$ cat src/rtl/tick_ctrl_pkg.sv
// Shared types and default widths for the tick controller.
package tick_ctrl_pkg;
  localparam int CNT_W_DEF   = 19;
  localparam int BURST_W_DEF = 8;

  typedef enum logic [1:0] {
    IDLE = 2'd0,
    RUN  = 2'd1,
    DONE = 2'd2
  } state_t;
endpackage

$ cat src/rtl/div_counter.sv
// Period counter: counts 0..div-1 while enabled, 'out' flags the terminal count.
module div_counter
  import tick_ctrl_pkg::*;
#(
  parameter int CNT_W = CNT_W_DEF
) (
  input  logic             clk,
  input  logic             rst,
  input  logic             clr,
  input  logic             en,
  input  logic [CNT_W-1:0] div,
  output logic             out
);

  logic [CNT_W-1:0] r_cnt;
  logic             w_term;

  // >= keeps the counter from running away if div ever shrinks below the count.
  assign w_term = (r_cnt >= (div - CNT_W'(1)));
  assign out    = en & w_term;

  always_ff @(posedge clk) begin
    if (rst || clr) begin
      r_cnt <= '0;
    end else if (en) begin
      r_cnt <= w_term ? '0 : r_cnt + CNT_W'(1);
    end
  end

endmodule

$ cat src/rtl/tick_ctrl.sv
// Tick controller: config handshake, IDLE/RUN/DONE sequencing and tick counting.
// Handshake: a config beat transfers on a rising edge where cfg_valid && cfg_ready.
module tick_ctrl
  import tick_ctrl_pkg::*;
#(
  parameter int CNT_W   = CNT_W_DEF,
  parameter int BURST_W = BURST_W_DEF
) (
  input  logic               clk,
  input  logic               rst,
  input  logic               cfg_valid,
  output logic               cfg_ready,
  input  logic [CNT_W-1:0]   cfg_div,
  input  logic [BURST_W-1:0] cfg_burst,
  input  logic               start,
  input  logic               stop,
  output logic               tick,
  output logic               busy,
  output logic               done,
  output logic [BURST_W-1:0] tick_cnt,
  output state_t             dbg_state
);

  state_t             r_state;
  logic [CNT_W-1:0]   r_div;
  logic [BURST_W-1:0] r_burst;
  logic [BURST_W-1:0] r_tick_cnt;
  logic               r_tick;
  logic               r_busy;
  logic               r_done;

  logic w_cfg_acc;
  logic w_start_acc;
  logic w_term;
  logic w_last;

  assign cfg_ready   = (r_state == IDLE);
  assign w_cfg_acc   = cfg_valid & cfg_ready;
  assign w_start_acc = start & (r_state == IDLE);
  assign w_last      = (r_burst != '0) && ((r_tick_cnt + BURST_W'(1)) == r_burst);

  div_counter #(.CNT_W(CNT_W)) u_div_counter (
    .clk (clk),
    .rst (rst),
    .clr (w_start_acc),
    .en  (r_state == RUN),
    .div (r_div),
    .out (w_term)
  );

  always_ff @(posedge clk) begin
    if (rst) begin
      r_state    <= IDLE;
      r_div      <= CNT_W'(1);
      r_burst    <= '0;
      r_tick_cnt <= '0;
      r_tick     <= 1'b0;
      r_busy     <= 1'b0;
      r_done     <= 1'b0;
    end else begin
      r_tick <= 1'b0;
      r_done <= 1'b0;
      // Config lands on the same edge as start, so a combined beat runs with the new values.
      if (w_cfg_acc) begin
        r_div   <= (cfg_div == '0) ? CNT_W'(1) : cfg_div;
        r_burst <= cfg_burst;
      end
      case (r_state)
        IDLE: begin
          if (start) begin
            r_state    <= RUN;
            r_busy     <= 1'b1;
            r_tick_cnt <= '0;
          end
        end
        RUN: begin
          if (stop) begin
            r_state <= IDLE;
            r_busy  <= 1'b0;
          end else if (w_term) begin
            r_tick <= 1'b1;
            if (r_tick_cnt != '1) r_tick_cnt <= r_tick_cnt + BURST_W'(1);
            if (w_last) begin
              r_state <= DONE;
              r_busy  <= 1'b0;
            end
          end
        end
        DONE: begin
          r_state <= IDLE;
          r_done  <= 1'b1;
        end
        default: r_state <= IDLE;
      endcase
    end
  end

  assign tick      = r_tick;
  assign busy      = r_busy;
  assign done      = r_done;
  assign tick_cnt  = r_tick_cnt;
  assign dbg_state = r_state;

endmodule

$ cat config.mk
export PLATFORM = sky130hd
export DESIGN_NAME = tick_ctrl
export DESIGN_NICKNAME = d
export VERILOG_FILES = /design/src/rtl/tick_ctrl_pkg.sv /design/src/rtl/div_counter.sv /design/src/rtl/tick_ctrl.sv
export SDC_FILE = /design/constraint.sdc
export NUM_CORES = 1
export LEC_CHECK = 0
export CAP_MARGIN = 0
export CORE_ASPECT_RATIO = 0.5
export CORE_UTILIZATION = 24
export CTS_CLUSTER_DIAMETER = 50
export DETAILED_ROUTE_END_ITERATION = 12
export MAX_ROUTING_LAYER = met4
export PLACE_DENSITY = 0.39
export SLEW_MARGIN = 10
export SYNTH_ARGS = -nofsm -noshare
export SYNTH_HDL_FRONTEND = slang
export SYNTH_SLANG_ARGS = --single-unit
$ cat constraint.sdc
create_clock -name clk -period 4.67 [get_ports clk]
set_clock_uncertainty 0.15 [all_clocks]
set_input_delay 0.467 -clock clk [delete_from_list [all_inputs] [get_ports clk]]
set_output_delay 0.467 -clock clk [all_outputs]
set_load 0.02 [all_outputs]
## After elaboration in Yosys (flattened, before gate mapping)

Index checks and enable logic that the tools add are counted.

- Add/subtract/negate cells: 3
- Magnitude comparators: 1
- Eq/ne operators: 10
- Muxes and demuxes: 19
- Bitwise logic cells: 4
- Reduce and logical (&&, ||, !) cells: 10

Operators by type and width:

| kind | count |
|---|---|
| 19-bit 2-to-1 mux | 2 |
| 8-bit 2-to-1 mux | 4 |
| 19-bit by 1-bit adder with 19-bit output, second input constant | 1 |
| 19-bit >= comparator | 1 |
| 19-bit zero test | 1 |
| 19-bit by 1-bit subtractor with 19-bit output, second input constant | 1 |
| 8-bit one-hot mux with 2 select lines | 1 |
| 8-bit by 1-bit adder with 8-bit output, second input constant | 1 |
| 8-bit equality test | 1 |
| 2-bit 2-to-1 mux | 4 |
| 8-bit inequality test, second input constant | 1 |
| 8-bit nonzero test | 1 |
| 1-bit 2-to-1 mux | 6 |
| 2-bit inequality test, second input constant | 3 |
| 3-bit inequality test, second input constant | 2 |
| 5-bit AND reduction | 1 |
| 2-bit one-hot mux with 2 select lines | 1 |
| 4-bit AND reduction | 1 |
| 1-bit bitwise AND | 3 |
| 3-bit AND reduction | 1 |
| 3-bit OR reduction | 1 |
| 2-bit by 1-bit equality test with 1-bit output, second input constant | 1 |
| 2-bit equality test, second input constant | 1 |
| 2-bit zero test | 1 |
| 6 further kinds | 6 |

- Bits in registers: 59
- Output and inout bits: 14
- Logic and storage cells: 55

## Depth between registers and ports, before layout

Gate-level depths: netlist (run 1).

- Word-level depth: 7
- Mapped depth: 13
- Gate-level depth less buffers: 12

## Hierarchy

A second synthesis (run 1) with hierarchy kept.

- Cells, all modules: 421
- Area total of the unflattened synthesis: 3584.7 µm²

By module, submodules not included:

| module | instances | cells each | area each (µm²) | seq. area each (µm²) |
|---|---|---|---|---|
| tick_ctrl | 1 | 227 | 1796.7 | 800.8 |
| div_counter | 1 | 194 | 1788.0 | 380.4 |

## Worst setup path after synthesis (run 1)

OpenSTA, ideal clock, no wires.

- Path type: flip-flop to flip-flop
- From: register r_div[2]
- To: register u_div_counter.r_cnt[10]
- Setup time: 130 ps
- Arrival time: 2880 ps
- Data required time: 4390 ps
- Slack: 1510 ps
- Cell stages (with the launch flop): 12
- Buffers on the path: 1
- Cells stage by stage: dfxtp_1 -> nor4_1 -> nand2_1 -> nor4_1 -> xnor2_1 -> ha_1 -> nand4_1 -> o41ai_2 -> o21ai_1 -> a21oi_2 -> buf_4 -> nor3_1

- Word-level cells in the longest chain between the ends: 3

Ends and longest elaborated chain:

| item | line | text |
|---|---|---|
| from (decl) | tick_ctrl.sv:25 | `logic [CNT_W-1:0] r_div;` |
| from (signal assigned) | tick_ctrl.sv:65 | `r_div <= (cfg_div == '0) ? CNT_W'(1) : cfg_div;` |
| 19-bit by 1-bit subtractor with 19-bit output | div_counter.sv:19 | `assign w_term = (r_cnt >= (div - CNT_W'(1)));` |
| 19-bit >= comparator | div_counter.sv:19 |  |
| 19-bit 2-to-1 mux | div_counter.sv:26 | `r_cnt <= w_term ? '0 : r_cnt + CNT_W'(1);` |
| to (signal assigned) | div_counter.sv:26 |  |
| to (decl) | div_counter.sv:15 | `logic [CNT_W-1:0] r_cnt;` |

Every way passes these cells.
A chain may end at the register's enable or synchronous reset.

## Worst setup path after layout (run 1)

- From: register r_div[2]
- To: register r_tick_cnt[1] (netlist: tick_cnt[1])

- Word-level cells in the longest chain between the ends: 5

Ends and longest elaborated chain:

| item | line | text |
|---|---|---|
| 19-bit by 1-bit subtractor with 19-bit output | div_counter.sv:19 |  |
| 19-bit >= comparator | div_counter.sv:19 |  |
| 1-bit bitwise AND | div_counter.sv:20 | `assign out = en & w_term;` |
| 2-bit inequality test (no line) | - |  |
| 5-bit AND reduction (no line) | - |  |
| to (signal assigned) | tick_ctrl.sv:82 | `if (r_tick_cnt != '1) r_tick_cnt <= r_tick_cnt + BURST_W'(1);` |
| to (decl) | tick_ctrl.sv:27 | `logic [BURST_W-1:0] r_tick_cnt;` |

Every way passes these cells.

==> results.cfg, run 1 <==
[clock_network]
tritoncts = done
htreeDepth = 3
numCtsBuffers = 9
cts_root_buffer = clkbuf_16
ctsHoldBuffers = 0
clk_latency_ps = 320
clockBufferDepth = 2
path_clk_slew_ps = 50
ctsResizeCount = 0
cts_setup_buffers = 0
numClockSinks = 59

[critical_path]
crit_path_start_kind = flop
r2r_cells = 11
critPathKind = reg -> reg
crit_path_end_kind = flop
required_ps = 4780
critPathMaxFanout = 9
arrival_ps = 3840

[global_route]
grt_pass1_vias = 3008
grt_pass1_wl_um = 15380
overflow = 0
antenna_found_initial = 0
grt_max_degree = 39
grtUsageTotal_pct = 14.16

[cells_and_area]
area_growth_pct = 26.59
seqCellArea_um2 = 1181
nets = 508
nFillCells = 1494
insertedDiodeCount = 0
multi_input_area_um2 = 2111
final_cell_mix = 73 x nand2_1, 59 x dfxtp_1, 45 x clkdlybuf4s50_1
drive_gt1_share_pct = 6.114
mostFrequentLayoutCell = nand2_1

[power_and_ir_drop]
vdd_ir_drop_max_mv = 0.1280
powerDensity_nw_per_um2 = 312.0
leakagePower_nw = 1.550

[sta]
max_slew_margin_pct = 37.82
hold_viol = 0
whs_ps = 333.6
max_slew.worst_pin.slew_ps = 930.5
period_needed_ps = 3733
finalMaxSlewViolations = 0
rsz0062_at_grt = false
fin_crit_sh_pct = 79.94
finalSetupTns_ps = 0
fin_ws_ps = 936.9
finalSetupViolCount = 0
fmax_mhz = 267.9

[job]
cap_violations = 0

[logic_synthesis]
synth_flop_cell = dfxtp_1
yosysSeqAreaShare_pct = 34.77
synth-edff-count = 0
ys_ff_latch = 59
avgSynthCellArea_um2 = 8.205
synth_nets = 468
synth_cell_type_count = 57
synthesis.instances = 414
async_flop_share_pct = 0
yosysWarningCount = 0
syn_area_um2 = 3397

[outcome]
status = complete, no violations

[detailed_routing]
drt_iter0_drc = 85
drc = 0
routed_via_density = 4.615
wl_per_cell_um = 14.12
vias = 3000
ant_nets = 0
wirelength_um = 9179
first_pass_iters = 4

[die]
pin_count = 46
fp.dieH_um = 86.13
dieWidth_um = 170.3
core_area_um2 = 13660
start_util_pct = 24.86
die_area_um2 = 14660
std_cell_rows = 30

[placement]
gp_congestion = 0.7316
dp_slack_ps = 916.2
dpl.hpwl_um = 6900
numPortBuffers = 45

[worst_hold_path]
holdPathStages = 2
hp-class = reg -> reg
==> stage by stage <==
stage	instance area (um2)	std cells	total power [mW]	utilization (%)
after floorplan	3397	414	0.6673	-
after global placement	4020	635	0.7362	29.42
after detailed placement	4020	635	0.7355	29.42
after CTS	4300	650	1.365	31.47
after global routing	4300	650	1.411	31.47
final	4300	650	1.342	31.47
==> area by class of cell <==
class	instances	share of cell area [%]
inverters	6	0.5237
well taps	192	5.586
flip-flops and latches	59	27.47
clock buffers	13	6.285
multi-input cells	331	49.08
clock inverters	2	0.2328
repair buffers	47	10.82
==> cell families after synthesis <==
logic type / synth area share, %
buf+inv: 3.094
compound gates: 15.10
fa+ha+maj: 8.103
xor+xnor: 10.83
simple gates: 26.89
flops: 34.77
mux: 1.215
==> Yosys cell counts, drive strengths merged, types with 2 or more instances <==
| library cell | n | area [um2] |
|---|---|---|
| xor2 | 19 | 166.4 |
| a32o | 3 | 30.03 |
| nand3 | 14 | 75.07 |
| a211oi | 2 | 20.02 |
| a31oi | 4 | 25.02 |
| nand2b | 6 | 37.54 |
| and3 | 6 | 37.54 |
| xnor2 | 23 | 201.4 |
| a22o | 3 | 26.28 |
| nand2 | 74 | 280.3 |
| nor2 | 19 | 76.32 |
| a2111oi | 2 | 17.52 |
| o21ai | 5 | 25.02 |
| o21a | 2 | 15.01 |
| a21o | 3 | 22.52 |
| nor4 | 11 | 68.82 |
| and2 | 2 | 15.02 |
| or4 | 2 | 15.01 |
| nor3 | 31 | 155.2 |
| nor2b | 3 | 18.77 |
| clkbuf | 11 | 41.29 |
| buf | 7 | 41.29 |
| dfxtp | 59 | 1181 |
| ha | 22 | 275.3 |
| a21oi | 38 | 197.7 |
| mux2i | 3 | 30.03 |
| nand4 | 11 | 68.82 |
| o211ai | 3 | 22.52 |
| inv | 6 | 22.52 |
| nor3b | 3 | 22.52 |
==> flip-flops by register name (all words and copies together), names as in the netlist <==
register,flops
busy,1
dbg_state,2
tick_cnt,8
r_burst,8
r_div,19
u_div_counter.r_cnt,19
done,1
tick,1
==> critical path, stage by stage (launching register included) <==
cell and delay, ps:
dfxtp_1 350, nor4_1 680, nand4_1 250, nor4_1 280
xnor2_1 170, ha_1 260, a21oi_1 130, o21ai_0 230
nor2_2 160, or4b_1 640, a21bo_1 270, a21oi_2 120
==> report_power, final <==
group          internal (mW)  switching [mW]  total (mW)
logic                 0.0802           0.101       0.181
registers              0.521          0.0195       0.540
clock network          0.397           0.223       0.621
==> worst paths after layout <==
path,start,endpoint,slack (ps)
worst max-delay path,r_div[2],tick_cnt[1],940
worst min-delay path,r_div[18],r_div[18],330
worst max register to register,r_div[2],tick_cnt[1],940
worst min register to register,r_div[18],r_div[18],330
==> layer usage <==
layer	track usage, %	up-vias	wire [um]
met5	-	-	0
met4	4.914	0	71
met3	3.276	8	232
met2	21.24	32	4000
met1	18.60	1390	4874
li1	-	1570	-
Power figures use the tool's default switching activity.
==> run 2: changes to the inputs <==
==> constraint.sdc (replaced) <==
create_clock -name clk -period 3.6 [get_ports clk]
set_clock_uncertainty 0.15 [all_clocks]
set_input_delay 0.36 -clock clk [delete_from_list [all_inputs] [get_ports clk]]
set_output_delay 0.36 -clock clk [all_outputs]
set_load 0.02 [all_outputs]
==> run 2 against run 1 <==
  * First-iteration DRC count up 110%
  * Register-to-register slack worse by 600 ps
  * Utilization up 1.1 points
  * Combinational power up 40%
  * Die area unchanged
  * Global-route usage up 0.39 points
  * Sequential power up 30%
  * Clock-buffer cell count down 2
  * Clock power up 61%
  * Routed wire length up 4.0%
  * Critical path type unchanged
  * Critical endpoint is now tick_cnt[7]
  * Largest cell class unchanged
==> results.cfg, run 2 (same netlist as run 1, synthesis figures left out) <==
[sta]
hold_viol = 0
fin_crit_sh_pct = 90.71
fmax_mhz = 306.2
whs_ps = 323.8
max_slew_margin_pct = 35.26
period_needed_ps = 3265
finalSetupTns_ps = 0
max_slew.worst_pin.slew_ps = 971.1
finalMaxSlewViolations = 0
rsz0062_at_grt = false
finalSetupViolCount = 0

[clock_network]
numClockSinks = 59
clk_latency_ps = 330
path_clk_slew_ps = 50
cts_root_buffer = clkbuf_16
tritoncts = done
ctsHoldBuffers = 0
ctsResizeCount = 0
htreeDepth = 3
clockBufferDepth = 2
cts_setup_buffers = 0
numCtsBuffers = 9

[die]
start_util_pct = 24.86
fp.dieH_um = 86.13
pin_count = 46
dieWidth_um = 170.3
core_area_um2 = 13660
die_area_um2 = 14660
std_cell_rows = 30

[detailed_routing]
ant_nets = 0
wl_per_cell_um = 14.44
first_pass_iters = 4
routed_via_density = 4.604
drt_iter0_drc = 177
vias = 3043
drc = 0
wirelength_um = 9546

[cells_and_area]
final_cell_mix = 73 x nand2_1, 59 x dfxtp_1, 45 x clkdlybuf4s50_1
drive_gt1_share_pct = 8.529
mostFrequentLayoutCell = nand2_1
reg.largest.list = r_div (19), u_div_counter.r_cnt (19)
nets = 518
insertedDiodeCount = 0
design_area_um2 = 4449
final_core_utilization_pct = 32.56
area_growth_pct = 30.98

[global_route]
grt_pass1_wl_um = 15920
grtUsageTotal_pct = 14.55
grt_pass1_vias = 2987
antenna_found_initial = 0
overflow = 0
grt_max_degree = 28

[placement]
placed_area_um2 = 4095
gp_congestion = 0.7817
numPortBuffers = 45
dpl.hpwl_um = 7107

[critical_path]
path_cells = nor4_1 > buf_4 > nand4_1 > nor3_1 > xnor2_1 > ha_1 > a21oi_1 > o21ai_0 > nor2_2 > or4b_4 > a31oi_1 > a22o_1
crit_slowest_cell = or4b_4
crit_path_start_kind = flop
required_ps = 3730
critPathKind = reg -> reg
slowest_delay_ps = 550
crit_path_end_kind = flop
arrival_ps = 3390
critPathMaxFanout = 9

[power_and_ir_drop]
vdd_ir_drop_max_mv = 0.2102
powerDensity_nw_per_um2 = 439.3
leakagePower_nw = 1.627

[worst_hold_path]
hp-class = reg -> reg

[job]
cap_violations = 0

[outcome]
status = complete, no violations
## run 2: cell types whose count changed in the layout (fill, tap and decap cells not counted)
cell / previous run / this run
a21oi_4: 0 / 1
or4b_4: 0 / 1
or4b_1: 1 / 0
a21oi_2: 2 / 1
buf_4: 2 / 12
bufinv_16: 0 / 3
clkbuf_8: 3 / 1
## run 2: stage by stage
step                      std cells  setup WS [ps]  power [mW]
after floorplan                 414          440.4      0.8657
after global placement          645          151.5      0.9689
final                           661          334.5       1.955
after CTS                       661          142.9       1.984
after global routing            661          44.75       2.039
after detailed placement        645          137.7      0.9674
## run 2: critical path: cells and delay by family (launching register included)
family                     cells  cell delay (ps)
buffers and inverters          1              170
xor gates and xnor gates       1              170
AOI/OAI and AO/OA              4              690
and+or+nand+nor                5             1380
adders and majority gates      1              290
DFF                            1              360
## run 2: cell type report
cell class | instances | area (um2)
fill | 1479 | 9214
multi-input combinational | 331 | 2122
sequential | 59 | 1181
timing repair buffer | 57 | 540.5
clock buffer | 11 | 242.7
tap | 192 | 240.2
clock inverter | 5 | 100.1
inverter | 6 | 22.52
## run 2: final timing paths
path | from | slack (ps) | to | depth (start not counted)
setup / recovery | r_div[6] | 330 | tick_cnt[7] | 12
setup reg to reg | r_div[6] | 330 | tick_cnt[7] | 12
hold / removal | r_burst[1] | 320 | r_burst[1] | 2
hold reg to reg | r_burst[1] | 320 | r_burst[1] | 2
## run 2: report_power, final
group	total (mW)	internal (mW)	switching (mW)
combinational	0.254	0.116	0.138
sequential	0.700	0.675	0.0249
clock	1.00	0.692	0.308
total	1.95	1.48	0.471
## run 2: routing by layer
layer / GRT usage (%) / part of all wire (%) / vias up
met5: - / 0 / -
met4: 3.686 / 0.66 / 0
met3: 3.738 / 2.7 / 5
met2: 21.27 / 42 / 44
met1: 19.75 / 54 / 1409
li1: - / - / 1585
